===== src/rtl/pmem_loader.sv =====
// pmem_loader
//   Receives a framed byte stream on a valid/ready handshake. Frame layout:
//   SYNC_BYTE, LEN, 4*(LEN+1) data bytes (LSB first), XOR checksum.
//   Each completed word is written to program memory through a one-cycle
//   write port. The CPU is held in reset while a load is in progress and
//   stays held if the checksum fails.
//
// Ports
//   clk, reset_n          clock, asynchronous active-low reset
//   start                 one-cycle pulse arming a load (IDLE/DONE/ERR only)
//   byte_in, byte_valid   stream data and its valid
//   byte_ready            registered, depends on state only
//   pmem_we_c0            one-cycle write strobe
//   pmem_addr_c0          word-aligned byte address
//   pmem_wdata_c0         write data
//   cpu_hold              CPU reset hold
//   busy, done, error     load status
//   word_count            words written in current or last load (saturating)
//
// state  | meaning
// -------+------------------------------------------------------
// IDLE   | after reset, waiting for start
// SYNC   | discarding bytes until SYNC_BYTE
// LEN    | next byte is the word count minus one
// DATA   | assembling words, writing each on its 4th byte
// CSUM   | next byte is compared against the XOR accumulator
// DONE   | load good, CPU released
// ERR    | checksum failed, CPU still held
module pmem_loader #(
    parameter int         ADDR_W    = 10,
    parameter logic [7:0] SYNC_BYTE = 8'hA5
) (
    input  logic              clk,
    input  logic              reset_n,
    input  logic              start,
    input  logic [7:0]        byte_in,
    input  logic              byte_valid,
    output logic              byte_ready,
    output logic              pmem_we_c0,
    output logic [ADDR_W-1:0] pmem_addr_c0,
    output logic [31:0]       pmem_wdata_c0,
    output logic              cpu_hold,
    output logic              busy,
    output logic              done,
    output logic              error,
    output logic [ADDR_W-2:0] word_count
);

    localparam int IDX_W = ADDR_W - 2;
    localparam logic [ADDR_W-2:0] WC_MAX = {1'b1, {IDX_W{1'b0}}};

    typedef enum logic [2:0] {
        S_IDLE,
        S_SYNC,
        S_LEN,
        S_DATA,
        S_CSUM,
        S_DONE,
        S_ERR
    } state_t;

    state_t           state;
    logic [7:0]       len_q;
    logic [IDX_W-1:0] word_idx;
    logic [1:0]       lane;
    logic [23:0]      lane_buf;
    logic [7:0]       acc;
    logic             accept;

    assign accept = byte_valid & byte_ready;

    always_ff @(posedge clk or negedge reset_n) begin
        if (!reset_n) begin
            state         <= S_IDLE;
            len_q         <= 8'd0;
            word_idx      <= '0;
            lane          <= 2'd0;
            lane_buf      <= 24'd0;
            acc           <= 8'd0;
            byte_ready    <= 1'b0;
            pmem_we_c0    <= 1'b0;
            pmem_addr_c0  <= '0;
            pmem_wdata_c0 <= 32'd0;
            cpu_hold      <= 1'b0;
            busy          <= 1'b0;
            done          <= 1'b0;
            error         <= 1'b0;
            word_count    <= '0;
        end else begin
            pmem_we_c0 <= 1'b0;
            case (state)
                S_IDLE, S_DONE, S_ERR: begin
                    if (start) begin
                        state      <= S_SYNC;
                        word_count <= '0;
                        done       <= 1'b0;
                        error      <= 1'b0;
                        acc        <= 8'd0;
                        cpu_hold   <= 1'b1;
                        busy       <= 1'b1;
                        byte_ready <= 1'b1;
                    end
                end
                S_SYNC: begin
                    if (accept && byte_in == SYNC_BYTE) begin
                        state <= S_LEN;
                    end
                end
                S_LEN: begin
                    if (accept) begin
                        len_q    <= byte_in;
                        lane     <= 2'd0;
                        word_idx <= '0;
                        state    <= S_DATA;
                    end
                end
                S_DATA: begin
                    if (accept) begin
                        acc  <= acc ^ byte_in;
                        lane <= lane + 2'd1;
                        case (lane)
                            2'd0: lane_buf[7:0]   <= byte_in;
                            2'd1: lane_buf[15:8]  <= byte_in;
                            2'd2: lane_buf[23:16] <= byte_in;
                            default: begin
                                pmem_we_c0    <= 1'b1;
                                pmem_addr_c0  <= {word_idx, 2'b00};
                                pmem_wdata_c0 <= {byte_in, lane_buf};
                                word_idx      <= word_idx + 1'b1;
                                if (word_count != WC_MAX) begin
                                    word_count <= word_count + 1'b1;
                                end
                                // Leaving DATA here keeps word_idx from
                                // ever being used after it wraps.
                                if (word_idx == IDX_W'(len_q)) begin
                                    state <= S_CSUM;
                                end
                            end
                        endcase
                    end
                end
                S_CSUM: begin
                    if (accept) begin
                        byte_ready <= 1'b0;
                        busy       <= 1'b0;
                        if (byte_in == acc) begin
                            done     <= 1'b1;
                            cpu_hold <= 1'b0;
                            state    <= S_DONE;
                        end else begin
                            error <= 1'b1;
                            state <= S_ERR;
                        end
                    end
                end
                default: state <= S_IDLE;
            endcase
        end
    end

endmodule


===== config.mk =====
export PLATFORM = sky130hd
export DESIGN_NAME = pmem_loader
export DESIGN_NICKNAME = d
export VERILOG_FILES = /design/src/rtl/pmem_loader.sv
export SDC_FILE = /design/constraint.sdc
export NUM_CORES = 1
export LEC_CHECK = 0
export CAP_MARGIN = 40
export CORE_MARGIN = 8
export CORE_UTILIZATION = 42
export CTS_BUF_LIST = sky130_fd_sc_hd__clkbuf_2 sky130_fd_sc_hd__clkbuf_4 sky130_fd_sc_hd__clkbuf_8
export DETAILED_ROUTE_END_ITERATION = 8
export PLACE_DENSITY = 0.64
export SKIP_CTS_REPAIR_TIMING = 1
export SKIP_LAST_GASP = 1
export SLEW_MARGIN = 20
export SYNTH_ARGS = -nofsm -noshare
export SYNTH_HDL_FRONTEND = slang
export SYNTH_SLANG_ARGS = --single-unit

===== constraint.sdc =====
create_clock -name clk -period 2.2 [get_ports clk]
set_clock_uncertainty 0.15 [all_clocks]
set_input_delay 0.22 -clock clk [delete_from_list [all_inputs] [get_ports clk]]
set_output_delay 0.22 -clock clk [all_outputs]
set_load 0.01 [all_outputs]

* Word-level counts from Yosys, hierarchy flattened
Cells that the tools add are included.
Word-level totals: output and inout port bits 57, register bits after elaboration 107, input port bits 12
Operators by class: $add $sub $neg 3, eq/ne operators 22, bitwise operators 3, muxes and demuxes 40, reduce and logical (&&, ||, !) cells 21
Operator list (number):
- $mux W8 | 5
- $mux W9 | 4
- $pmux W8 S2 | 2
- $mux W3 | 7
- $reduce_and A3 Y1 | 7
- $ne A2 B2 Y1 const B | 10
- $pmux W9 S2 | 1
- $eq A8 B8 Y1 | 2
- $pmux W3 S5 | 1
- $mux W1 | 12
- $reduce_and A4 Y1 | 3
- $add A9 B1 Y9 const B | 1
- $eq A3 B3 Y1 const B | 3
- $ne A9 B9 Y1 const B | 1
- $add A8 B1 Y8 const B | 1
- $eq A8 B8 Y1 const B | 1
- $pmux W1 S2 | 4
- $xor A8 B8 Y8 | 1
- $reduce_and A7 Y1 | 1
- $eq A3 B2 Y1 const B | 2
- $mux W2 | 3
- $reduce_bool A2 Y1 | 3
- $reduce_or A3 Y1 | 2
- $reduce_and A5 Y1 | 1
- other kinds (11) | 11

* Logic depth before layout (Yosys ltp)
word-level depth 5, gate-level depth with buffers 8

* Least setup slack after synthesis
OpenSTA, ideal clock, no wires.
kind register -> register, from register word_count[0], to register word_count[7], stages on the path, launching flop included 9, data required time 1.954 ns, arrival 1.773 ns, clock period less this slack 2.018 ns, path buffers 1, slack 0.182 ns, cell sequence dfrtp_1 > inv_1 > ha_1 > or4b_1 > o2111ai_4 > and2_1 > buf_6 > o21ai_1 > o31ai_1
Between the ends: word-level cells in the longest chain between the ends 5, elaborated cells on any way between the ends 8
Ends and longest elaborated chain:
- start, declared | line 46 | output logic [ADDR_W-2:0] word_count
- start signal, assigned | line 131 | word_count <= word_count + 1'b1;
- $add A9 B1 Y9 | line 131
- $mux W9 | line 130 | if (word_count != WC_MAX) begin
- $mux W9 | line 121 | case (lane)
- $mux W9 | line 118 | if (accept) begin
- $pmux W9 S2 | line 91 | case (state)
Several ways; a longest one is shown, not always the timed one. The select of a mux whose other input is x is not followed. A chain may end at the register's enable or synchronous reset.

* Worst setup path in the final report
from register word_idx[4], to register state[0]
Between the ends: word-level cells in the longest chain between the ends 3
Ends and longest elaborated chain:
- start, declared | line 64 | logic [IDX_W-1:0] word_idx;
- start signal, assigned | line 129 | word_idx <= word_idx + 1'b1;
- $eq A8 B8 Y1 | line 135 | if (word_idx == IDX_W'(len_q)) begin
- $ne A2 B2 Y1 (no line)
- $reduce_and A7 Y1 (no line)
- end signal, assigned | line 136 | state <= S_CSUM;
- end signal, assigned | line 149 | state <= S_DONE;
- end signal, assigned | line 152 | state <= S_ERR;
- end, declared | line 62 | state_t state;
Every way passes these cells.

==> impl_results.md <==
- Vias: between 3000 and 4000
- Crit start category: flip-flop
- Fraction of layout cells with a size suffix above 1: 16.67%
- Initial antenna violation count: 0
- Largest net degree at the start of global routing: 46
- RSZ-0062 raised after global routing: no
- Slew Viols, Final: 0
- CP max stage cell: dfrtp_1
- DR pass1 iterations: 4
- Die X: roughly 120 um
- Post-synth top flop: dfrtp_1
- Worst min path class: in -> async
- Grt total ovfl: 0
- Clk pwr share: a little over a third
- GRT Resource Usage Total: 15.95%
- Tot Pwr: 3.671 mW
- CP cell instances: xor2_1 -> nor4_1 -> buf_4 -> nand2_1 -> a2111oi_0 -> mux2i_1
- Nets: 590
- Synth cell types: 45
- Yosys reg bits: ~110
- Antenna cell count: 0
- Fin. Hold Viols: 0
- Syn avg cell area: approximately 10 um2
- Tmin final: 2.048 ns
- Finished Core Util: a little over half
- Final period util: between 90% and 100%
- WHS: ~0.18 ns
- VDD IR-drop max: 0.3637 mV
- Area delta synth->final: 25.63%
- I/O Buffers: 66
- Num rows: 39
- WP data arrival: about 2.1 ns
- Mapped Cells: around 480
- Sw frac: around a quarter
- Gate power share: under 10%
- Synth warn: 0
- Clock transition at path regs: approximately 0.11 ns
- Synthesized area: 0.004857 mm2
- Initial DRC count: around 270
- Wire per inst: between 15 and 20 um
- WP buf/inv: 1
- Worst EP required: about 2.3 ns
- Final WS setup: around 0.15 ns
- Max Fclk: a little under 500 MHz
- CP peak stage delay: ~0.47 ns
- P per Cell Area: 601.6 mW/mm2
- Crit path max-delay family: flip-flops
- DRC: 0
- Finished Layout Cells: approximately 720
- Die Height: around 120 um
- P_sw: roughly 940 uW
- Global-route wire length before repair: slightly below 20 mm
- DRT Wirelength: 11.54 mm
- Post-place instance area: ~0.006 mm2
- Post-route ant nets: 0
- P_leak: 3.091 nW
- Reg power frac: between 50 and 60%
- Crit Path Max Fanout: 6
- Async SR Flop Fraction: 100.0%
- CTS root buf: clkbuf_8
- CTS Buf Count: 9
- Finish-stage setup viols: 0
- EDFF count, synth: 0
- Sequential element share of the synthesized area: 55.13%
- Most frequent cells in the layout: 147 x nand2_1, 106 x dfrtp_1, 65 x clkdlybuf4s50_1
- CTS tree: done
- Setup TNS: 0 ns
- Post-place setup slack: -0.1500 ns
- Pint: around 2.7 mW
- Vias per inst: slightly above 5
- Htree depth: 3
- Initial core utilization: between 40% and 50%
- Crit path capture type: flip-flop
- IO Pins: just under 70
- Placed insts: roughly 700
- DP HPWL: roughly 8.3 mm
- Worst setup path category: reg -> reg
- Status: complete, no violations
- Fillers: around 1000
- Die ar.: about 0.015 mm2
- Vias in the first global route: roughly 3900
- Final non-filler cell area: between 0.006 and 0.007 mm2
- Clock Tree Buf Depth: 2
- Max-cap violations: 0
- Clock sink count: between 100 and 150
- Core area: between 0.01 and 0.015 mm2
- Placer Congestion: a little under 0.8
- Commonest non-fill, non-tap cell in the layout: nand2_1
- Skew-Pair Late Insertion Delay: roughly 0.37 ns
==> worst reg2reg max path, stage by stage (launching register included) <==
cell       delay, ns
dfrtp_1         0.47
xor2_1          0.19
nor4_1          0.34
buf_4           0.18
nand2_1         0.07
a2111oi_0       0.40
mux2i_1         0.13
==> synthesized netlist by cell type (all sizes together) (2+ instances only) <==
| cell | number | area (um2) |
|---|---|---|
| o21ai | 34 | 170.2 |
| nor2 | 18 | 67.56 |
| and2 | 3 | 18.77 |
| mux2 | 32 | 360.4 |
| a311o | 2 | 20.02 |
| a21o | 2 | 15.01 |
| ha | 7 | 87.58 |
| dfrtp | 107 | 2678 |
| buf | 16 | 93.84 |
| nor2b | 8 | 50.05 |
| nand4 | 5 | 31.28 |
| nor3 | 3 | 15.01 |
| clkbuf | 12 | 45.04 |
| a31oi | 3 | 18.77 |
| nand2b | 5 | 31.28 |
| and3 | 6 | 37.54 |
| or4b | 2 | 20.02 |
| a22o | 6 | 52.55 |
| nand2 | 149 | 559.3 |
| xor2 | 22 | 192.7 |
| a21oi | 3 | 15.01 |
| nand3b | 3 | 26.27 |
| inv | 9 | 33.78 |
| o31ai | 3 | 22.52 |
| nand3 | 3 | 15.01 |
| nor4 | 7 | 50.05 |
==> flip-flops by register name, summed over array words and instances (netlist names), 2 cells and up <==
signal         cells
len_q              8
lane_buf          24
state              3
acc                8
pmem_wdata_c0     32
pmem_addr_c0       8
lane               2
word_count         9
word_idx           8
==> power groups by stage <==
stage          clock (mW)  sequential [mW]  combinational [mW]
6_report             1.30             2.07               0.303
5_1_grt              1.39             2.08               0.337
4_1_cts              1.33             2.07               0.305
3_5_place_dp            0             2.11               0.302
3_3_place_gp            0             2.11               0.297
2_1_floorplan           0             2.10               0.159
==> cell families (layout without fill, tap and decap cells) <==
| logic type | Yosys count | in the layout | synth area share (%) |
|---|---|---|---|
| other | 1 | 2 | 0.07721 |
| buffers and inverters | 37 | 129 | 3.555 |
| flip-flops | 107 | 107 | 55.13 |
| XOR/XNOR | 22 | 22 | 3.967 |
| AND/OR/NAND/NOR | 216 | 216 | 19.73 |
| multiplexers | 33 | 33 | 7.625 |
| adder cells (fa/ha/maj) | 7 | 7 | 1.803 |
| AO/OA/AOI/OAI | 60 | 60 | 8.114 |
==> path summary, 6_finish.rpt <==
kind                              start                end  slack [ns]  cells past startpoint
min in group clk           lane_buf[18]  pmem_wdata_c0[18]        0.33                      2
max reg2reg                 word_idx[4]           state[0]        0.15                      6
min reg2reg                lane_buf[18]  pmem_wdata_c0[18]        0.33                      2
max                         word_idx[4]           state[0]        0.15                      6
min                             reset_n      word_count[0]        0.18                      2
max in group asynchronous       reset_n        lane_buf[4]        1.10                      3
==> metal layers <==
metal	GRT usage [%]	share of wire, %	up-vias
met4	4.214	1.4	0
met5	0	0	-
met1	20.10	46	1794
met2	26.63	47	80
met3	4.201	5.3	13
li1	-	-	1775
==> final cells by class <==
type	instances	area [um2]	share of cell area, %
Clock buffer	10	131.4	2.153
Multi-Input combinational cell	340	2026	33.20
Inverter	9	33.78	0.5536
Tap cell	143	178.9	2.932
Timing Repair Buffer	104	970.9	15.91
Sequential cell	107	2679	43.90
Clock inverter	6	82.58	1.353
Power figures use the tool's default switching activity.
